### config.mk
export PLATFORM = sky130hd
export DESIGN_NAME = dec_str_parser
export DESIGN_NICKNAME = d
export VERILOG_FILES = /design/src/rtl/dec_str_parser_pkg.sv /design/src/rtl/dec_str_parser_digit_decode.sv /design/src/rtl/dec_str_parser.sv
export SDC_FILE = /design/constraint.sdc
export NUM_CORES = 1
export LEC_CHECK = 0
export BUFFER_PORTS_ARGS = -buffer_cell sky130_fd_sc_hd__buf_2
export CAP_MARGIN = 20
export CORE_MARGIN = 3
export CORE_UTILIZATION = 49
export CTS_BUF_LIST = sky130_fd_sc_hd__clkbuf_8 sky130_fd_sc_hd__clkbuf_16
export DETAILED_ROUTE_END_ITERATION = 16
export PLACE_DENSITY = 0.67
export SLEW_MARGIN = 5
export SYNTH_ARGS = -nofsm -noshare
export SYNTH_HDL_FRONTEND = slang
export SYNTH_HIERARCHICAL = 1
export SYNTH_SLANG_ARGS = --single-unit
### constraint.sdc
create_clock -name clk -period 5.61 [get_ports clk]
set_input_delay 0.561 -clock clk [delete_from_list [all_inputs] [get_ports clk]]
set_output_delay 0.561 -clock clk [all_outputs]
set_load 0.02 [all_outputs]
### src/rtl/dec_str_parser_pkg.sv
// Shared constants and state encoding for the streaming decimal parser.
package dec_str_parser_pkg;

  localparam logic [7:0] ASCII_0     = 8'h30;
  localparam logic [7:0] ASCII_9     = 8'h39;
  localparam logic [7:0] ASCII_CR    = 8'h0D;
  localparam logic [7:0] ASCII_MINUS = 8'h2D;

  typedef enum logic [1:0] {
    IDLE  = 2'd0,
    ACCUM = 2'd1,
    OUT   = 2'd2
  } state_t;

endpackage

### src/rtl/dec_str_parser_digit_decode.sv
// Combinational ASCII digit classifier: '0'..'9' -> 0..9, everything else
// reports is_digit=0 with digit=0.
module ascii_digit_decode
  import dec_str_parser_pkg::*;
(
  input  logic [7:0] ch,
  output logic [3:0] digit,
  output logic       is_digit
);

  // Classify the character; the low nibble of '0'..'9' is the digit value.
  always_comb begin
    digit    = 4'd0;
    is_digit = 1'b0;
    if ((ch >= ASCII_0) && (ch <= ASCII_9)) begin
      digit    = ch[3:0];
      is_digit = 1'b1;
    end else begin
      digit    = 4'd0;
      is_digit = 1'b0;
    end
  end

endmodule

### src/rtl/dec_str_parser.sv
// Streaming ASCII-decimal to binary converter with valid/ready on both sides.
// Optional build macro DEC_STR_PARSER_SIGNED_EN enables a leading '-' and
// two's-complement, saturating signed output.
module dec_str_parser
  import dec_str_parser_pkg::*;
#(
  parameter int         MAX_DIGITS = 12,
  parameter int         VAL_W      = 64,
  parameter logic [7:0] DELIM      = ASCII_CR,
  parameter int         CNT_W      = $clog2(MAX_DIGITS + 1)
) (
  input  logic             clk,
  input  logic             rst_n,
  input  logic             in_valid,
  input  logic [7:0]       in_data,
  output logic             in_ready,
  output logic             out_valid,
  input  logic             out_ready,
  output logic [VAL_W-1:0] out_value,
  output logic [CNT_W-1:0] out_ndigits,
  output logic             out_err_fmt,
  output logic             out_err_ovf
);

  state_t             state;
  state_t             next_state;
  logic [VAL_W-1:0]   acc;
  logic [CNT_W-1:0]   cnt;
  logic               fmt;
  logic               ovf;
  logic [3:0]         digit;
  logic               is_digit;
  logic               consume;
  logic               out_fire;
  logic               is_delim;
  logic               cnt_full;
  logic [VAL_W+3:0]   prod;
  logic               dig_ovf;
  logic [VAL_W-1:0]   result;

`ifdef DEC_STR_PARSER_SIGNED_EN
  localparam logic [VAL_W+3:0] POS_LIM = {5'b00000, {(VAL_W-1){1'b1}}};
  localparam logic [VAL_W+3:0] NEG_LIM = {4'b0000, 1'b1, {(VAL_W-1){1'b0}}};
  logic neg;
`endif

  ascii_digit_decode u_digit_decode (
    .ch       (in_data),
    .digit    (digit),
    .is_digit (is_digit)
  );

  assign consume  = in_valid && in_ready;
  assign out_fire = out_valid && out_ready;
  assign is_delim = (in_data == DELIM);
  assign cnt_full = (cnt == CNT_W'(MAX_DIGITS));

  // acc*10 + digit in a widened accumulator so carries past VAL_W are visible.
  always_comb begin
    prod = ({4'b0000, acc} << 3) + ({4'b0000, acc} << 1) + {{VAL_W{1'b0}}, digit};
  end

  // A digit overflows when the count is already full or the value leaves range.
  always_comb begin
    dig_ovf = cnt_full || (prod[VAL_W+3:VAL_W] != 4'd0);
`ifdef DEC_STR_PARSER_SIGNED_EN
    if (neg) begin
      dig_ovf = dig_ovf || (prod > NEG_LIM);
    end else begin
      dig_ovf = dig_ovf || (prod > POS_LIM);
    end
`endif
  end

  // Final value presented at the delimiter, saturated on overflow.
  always_comb begin
    result = acc;
`ifdef DEC_STR_PARSER_SIGNED_EN
    if (ovf) begin
      result = neg ? {1'b1, {(VAL_W-1){1'b0}}} : {1'b0, {(VAL_W-1){1'b1}}};
    end else if (neg) begin
      result = ~acc + {{(VAL_W-1){1'b0}}, 1'b1};
    end else begin
      result = acc;
    end
`else
    if (ovf) begin
      result = {VAL_W{1'b1}};
    end else begin
      result = acc;
    end
`endif
  end

  // Next-state logic: characters move IDLE/ACCUM forward, result handshake returns to IDLE.
  always_comb begin
    next_state = state;
    case (state)
      IDLE, ACCUM: begin
        if (consume) begin
          next_state = is_delim ? OUT : ACCUM;
        end else begin
          next_state = state;
        end
      end
      OUT: begin
        if (out_fire) begin
          next_state = IDLE;
        end else begin
          next_state = OUT;
        end
      end
      default: next_state = IDLE;
    endcase
  end

  // State register; in_ready is registered so it stays low throughout reset.
  always_ff @(posedge clk or negedge rst_n) begin
    if (!rst_n) begin
      state    <= IDLE;
      in_ready <= 1'b0;
    end else begin
      state    <= next_state;
      in_ready <= (next_state != OUT);
    end
  end

  // Accumulator, sticky flags and the held result.
  always_ff @(posedge clk or negedge rst_n) begin
    if (!rst_n) begin
      acc         <= {VAL_W{1'b0}};
      cnt         <= {CNT_W{1'b0}};
      fmt         <= 1'b0;
      ovf         <= 1'b0;
      out_valid   <= 1'b0;
      out_value   <= {VAL_W{1'b0}};
      out_ndigits <= {CNT_W{1'b0}};
      out_err_fmt <= 1'b0;
      out_err_ovf <= 1'b0;
`ifdef DEC_STR_PARSER_SIGNED_EN
      neg         <= 1'b0;
`endif
    end else if (state == OUT) begin
      if (out_fire) begin
        out_valid <= 1'b0;
        acc       <= {VAL_W{1'b0}};
        cnt       <= {CNT_W{1'b0}};
        fmt       <= 1'b0;
        ovf       <= 1'b0;
`ifdef DEC_STR_PARSER_SIGNED_EN
        neg       <= 1'b0;
`endif
      end
    end else if (consume) begin
      if (is_delim) begin
        out_valid   <= 1'b1;
        out_value   <= result;
        out_ndigits <= cnt;
        out_err_fmt <= fmt || (cnt == {CNT_W{1'b0}});
        out_err_ovf <= ovf;
      end else if (is_digit) begin
        if (ovf || dig_ovf) begin
          ovf <= 1'b1;
        end else begin
          acc <= prod[VAL_W-1:0];
        end
        if (!cnt_full) begin
          cnt <= cnt + CNT_W'(1);
        end
      end
`ifdef DEC_STR_PARSER_SIGNED_EN
      else if ((in_data == ASCII_MINUS) && (state == IDLE)) begin
        neg <= 1'b1;
      end
`endif
      else begin
        fmt <= 1'b1;
      end
    end
  end

endmodule

==> reports/metrics.yaml <==
wire_per_inst_um: 16.4
end_kind: "flip-flop"
die_area_um2: 23400
io_buffers: 83
cp.required_ns: 5.97
hp-class: "in -> async"
reg2reg_slack_ns: 0.89
slowest_stage: "nor2_1"
worstSetupStartpointType: "input port"
dr.first_iter.drc_count: 608
cts_tree: "built"
start_util: 0.502
setup_violations: 0
tightest_slew_ns: 0.868
r2r_start: "acc[2]$_DFFE_PN0P_"
via_per_inst: 5.77
critPathMaxStageDelay_ns: 0.69
finalPower_uw: 2520
rsz0062_at_grt: "false"
die_h_um: 153
dp_hpwl_um: 19000
postCtsHoldBufs: 0
leakagePower_uw: 0.00598
report.final.slew_viol_count: 0
drive_gt1_frac: 0.117
chipWidth_um: 153
irDropWorstVdd_uv: 210
avgSynthCellArea_um2: 8.35
finalNetCount: 1449
worstPathArrival_ns: 5.28
ctsHtreeMaxLevel: 4
stdcell_area_um2: 11800
firstDrtPassIters: 5
fillers: 1957
status: "finished, final reports clean"
syn_area_um2: 10600
yosys_warnings: 6
hold_viol: 0
grt_pass1_wl_um: 44900
drc_errors: 0
critical_path.endpoint: "acc[63]$_DFFE_PN0P_"
antenna_cells: 0
ant_nets: 0
async_reset_ff_frac: 1.00
gr-usage-all-layers: 0.227
placed_area_um2: 11100
synth_cell_types: 68
antenna_found_initial: 0
maxCapViolCount: 0
num_io_pins: 84
fin_crit_ns: 4.92
synth_top_flop_cell: "dfrtp_1"
clk_latency_ns: 0.44
coreArea_um2: 21100
grt_overflow_total: 0
cts_root_buf: "clkbuf_16"
synth_edf_count: 0
r2r-end: "acc[63]$_DFFE_PN0P_"
cts_sinks: 144
cp_cell_sequence: "buf_2, nand4bb_4, nor3_1, inv_1, fa_1, fa_1, nand2b_1, a21oi_2, o21ai_4, o41ai_2, a21oi_2, o41ai_2, a31oi_1, mux2i_1, nand4bb_2, nor2_1, a22o_1"
postCtsSetupRepairBufs: 0
clk_pin_slew_ns: 0.06
critPathKind: "in -> reg"
place_congestion: 0.921
numCtsBuffers: 17
post-place-ws_ns: 0.285
drt_wl_total_um: 26100
num_rows: 53
clockBufferDepth: 2
fin_ws_ns: 0.690
fmax_ghz: 0.203
cts_resized: 0
fin_crit_sh: 0.877
syn-num-nets: 1410
power_density_nw_per_um2: 214
final.setup.tns_ns: 0
skew_ns: 0.0112
grt_pass1_vias: 9017
grt_max_degree: 86
maxSlewHeadroom: 0.419
area_growth_pct: 11.2
r2r_cells: 14
critPathMaxFanout: 11
via_count: 9198
synth-seq-cells: 144
crit_start: "in_data[7]"
synth_seq_area_share: 0.341
synth_cells: 1267
-- cells in the final DEF, fill, tap and decap left out, drive strengths merged, types with 27 or more instances in the layout --
cell type	synthesis	final
a21o	35	35
a21oi	152	152
buf	29	96
dfrtp	144	144
ha	129	129
inv	31	33
nand2	113	113
nand3	69	69
nand4	27	27
nor2	186	186
o21ai	101	101
xnor2	33	33
-- kinds of logic after synthesis --
group / share of synthesized area
adders and majority gates: 0.156
DFF: 0.341
and+or+nand+nor: 0.192
AOI/OAI and AO/OA: 0.212
muxes: 0.00733
xor gates and xnor gates: 0.0480
buffers and inverters: 0.0439
-- through the flow --
stage                     hold slack (ns)  cells  utilization
after floorplan                     0.265   1267            -
after global placement              0.484   1560        0.527
after detailed placement            0.493   1560        0.527
after CTS                           0.213   1591        0.556
after global routing                0.235   1593        0.558
final                               0.166   1593        0.558
-- cells in the mapped netlist, types with 3 or more instances --
master / n / area [µm²]
and2_1: 4 / 25.0
o21bai_1: 8 / 60.1
a221oi_1: 4 / 35.0
o21ai_0: 59 / 295
or3_1: 9 / 56.3
dfrtp_1: 144 / 3600
clkbuf_1: 43 / 161
xor2_1: 25 / 219
nand2b_1: 5 / 31.3
nor2_1: 186 / 698
xnor2_1: 33 / 289
a211oi_1: 3 / 22.5
o22ai_1: 3 / 18.8
o21a_1: 10 / 75.1
a21oi_1: 150 / 751
clkbuf_2: 4 / 20.0
buf_2: 22 / 110
o21ai_1: 41 / 205
o31ai_1: 4 / 30.0
nand3_1: 69 / 345
buf_4: 6 / 45.0
nand4_1: 27 / 169
a22o_1: 11 / 96.3
ha_1: 129 / 1610
nand2_1: 112 / 420
mux2_2: 5 / 56.3
nor3_1: 17 / 85.1
a31oi_1: 7 / 43.8
a21o_1: 35 / 263
inv_1: 31 / 116
o211ai_1: 5 / 37.5
nor2b_1: 5 / 31.3
-- worst min-delay path by stage --
| stage | to | startpoint | depth (start not counted) |
|---|---|---|---|
| after global routing | out_value[53]$_DFFE_PN0P_ | rst_n | 1 |
| final | out_value[54]$_DFFE_PN0P_ | rst_n | 1 |
| after detailed placement | out_err_ovf$_DFFE_PN0P_ | out_err_ovf$_DFFE_PN0P_ | 1 |
| after global placement | state[0]$_DFF_PN0_ | state[1]$_DFF_PN0_ | 1 |
| after floorplan | acc[0]$_DFFE_PN0P_ | rst_n | 0 |
| after CTS | out_value[51]$_DFFE_PN0P_ | rst_n | 1 |
-- area by class of cell --
cell class	count	area, µm²	share of cell area
clock inverter	12	168	0.0143
timing repair buffer	96	539	0.0458
inverter	31	116	0.00989
sequential	144	3600	0.306
clock buffer	19	453	0.0385
multi-input combinational	1016	6540	0.556
tap	275	344	0.0293
-- state kept, by name, indices dropped and copies added, names as in the netlist --
| name | cells |
|---|---|
| out_valid | 1 |
| out_err_ovf | 1 |
| fmt | 1 |
| in_ready | 1 |
| out_ndigits | 4 |
| acc | 64 |
| cnt | 4 |
| state | 2 |
| out_err_fmt | 1 |
| ovf | 1 |
| out_value | 64 |
-- report_power, final --
group / total (µW) / internal (µW) / switching, µW
Clock: 1220 / 760 / 455
Sequential: 1110 / 1080 / 29.9
Combinational: 190 / 65.0 / 125
-- worst max-delay path, delay by kind of cell --
kind	cells	cell delay [ns]
adder cells (fa/ha/maj)	2	0.96
AO/OA/AOI/OAI	7	1.76
AND/OR/NAND/NOR	5	1.64
buffers and inverters	2	0.17
multiplexers	1	0.18
-- layer usage --
metal,vias to the layer above,track usage,share of wire
li1,4596,-,-
met1,4345,0.330,0.50
met2,215,0.353,0.44
met3,42,0.0357,0.040
met4,0,0.0602,0.016
met5,-,0,0
Power figures use the tool's default switching activity.
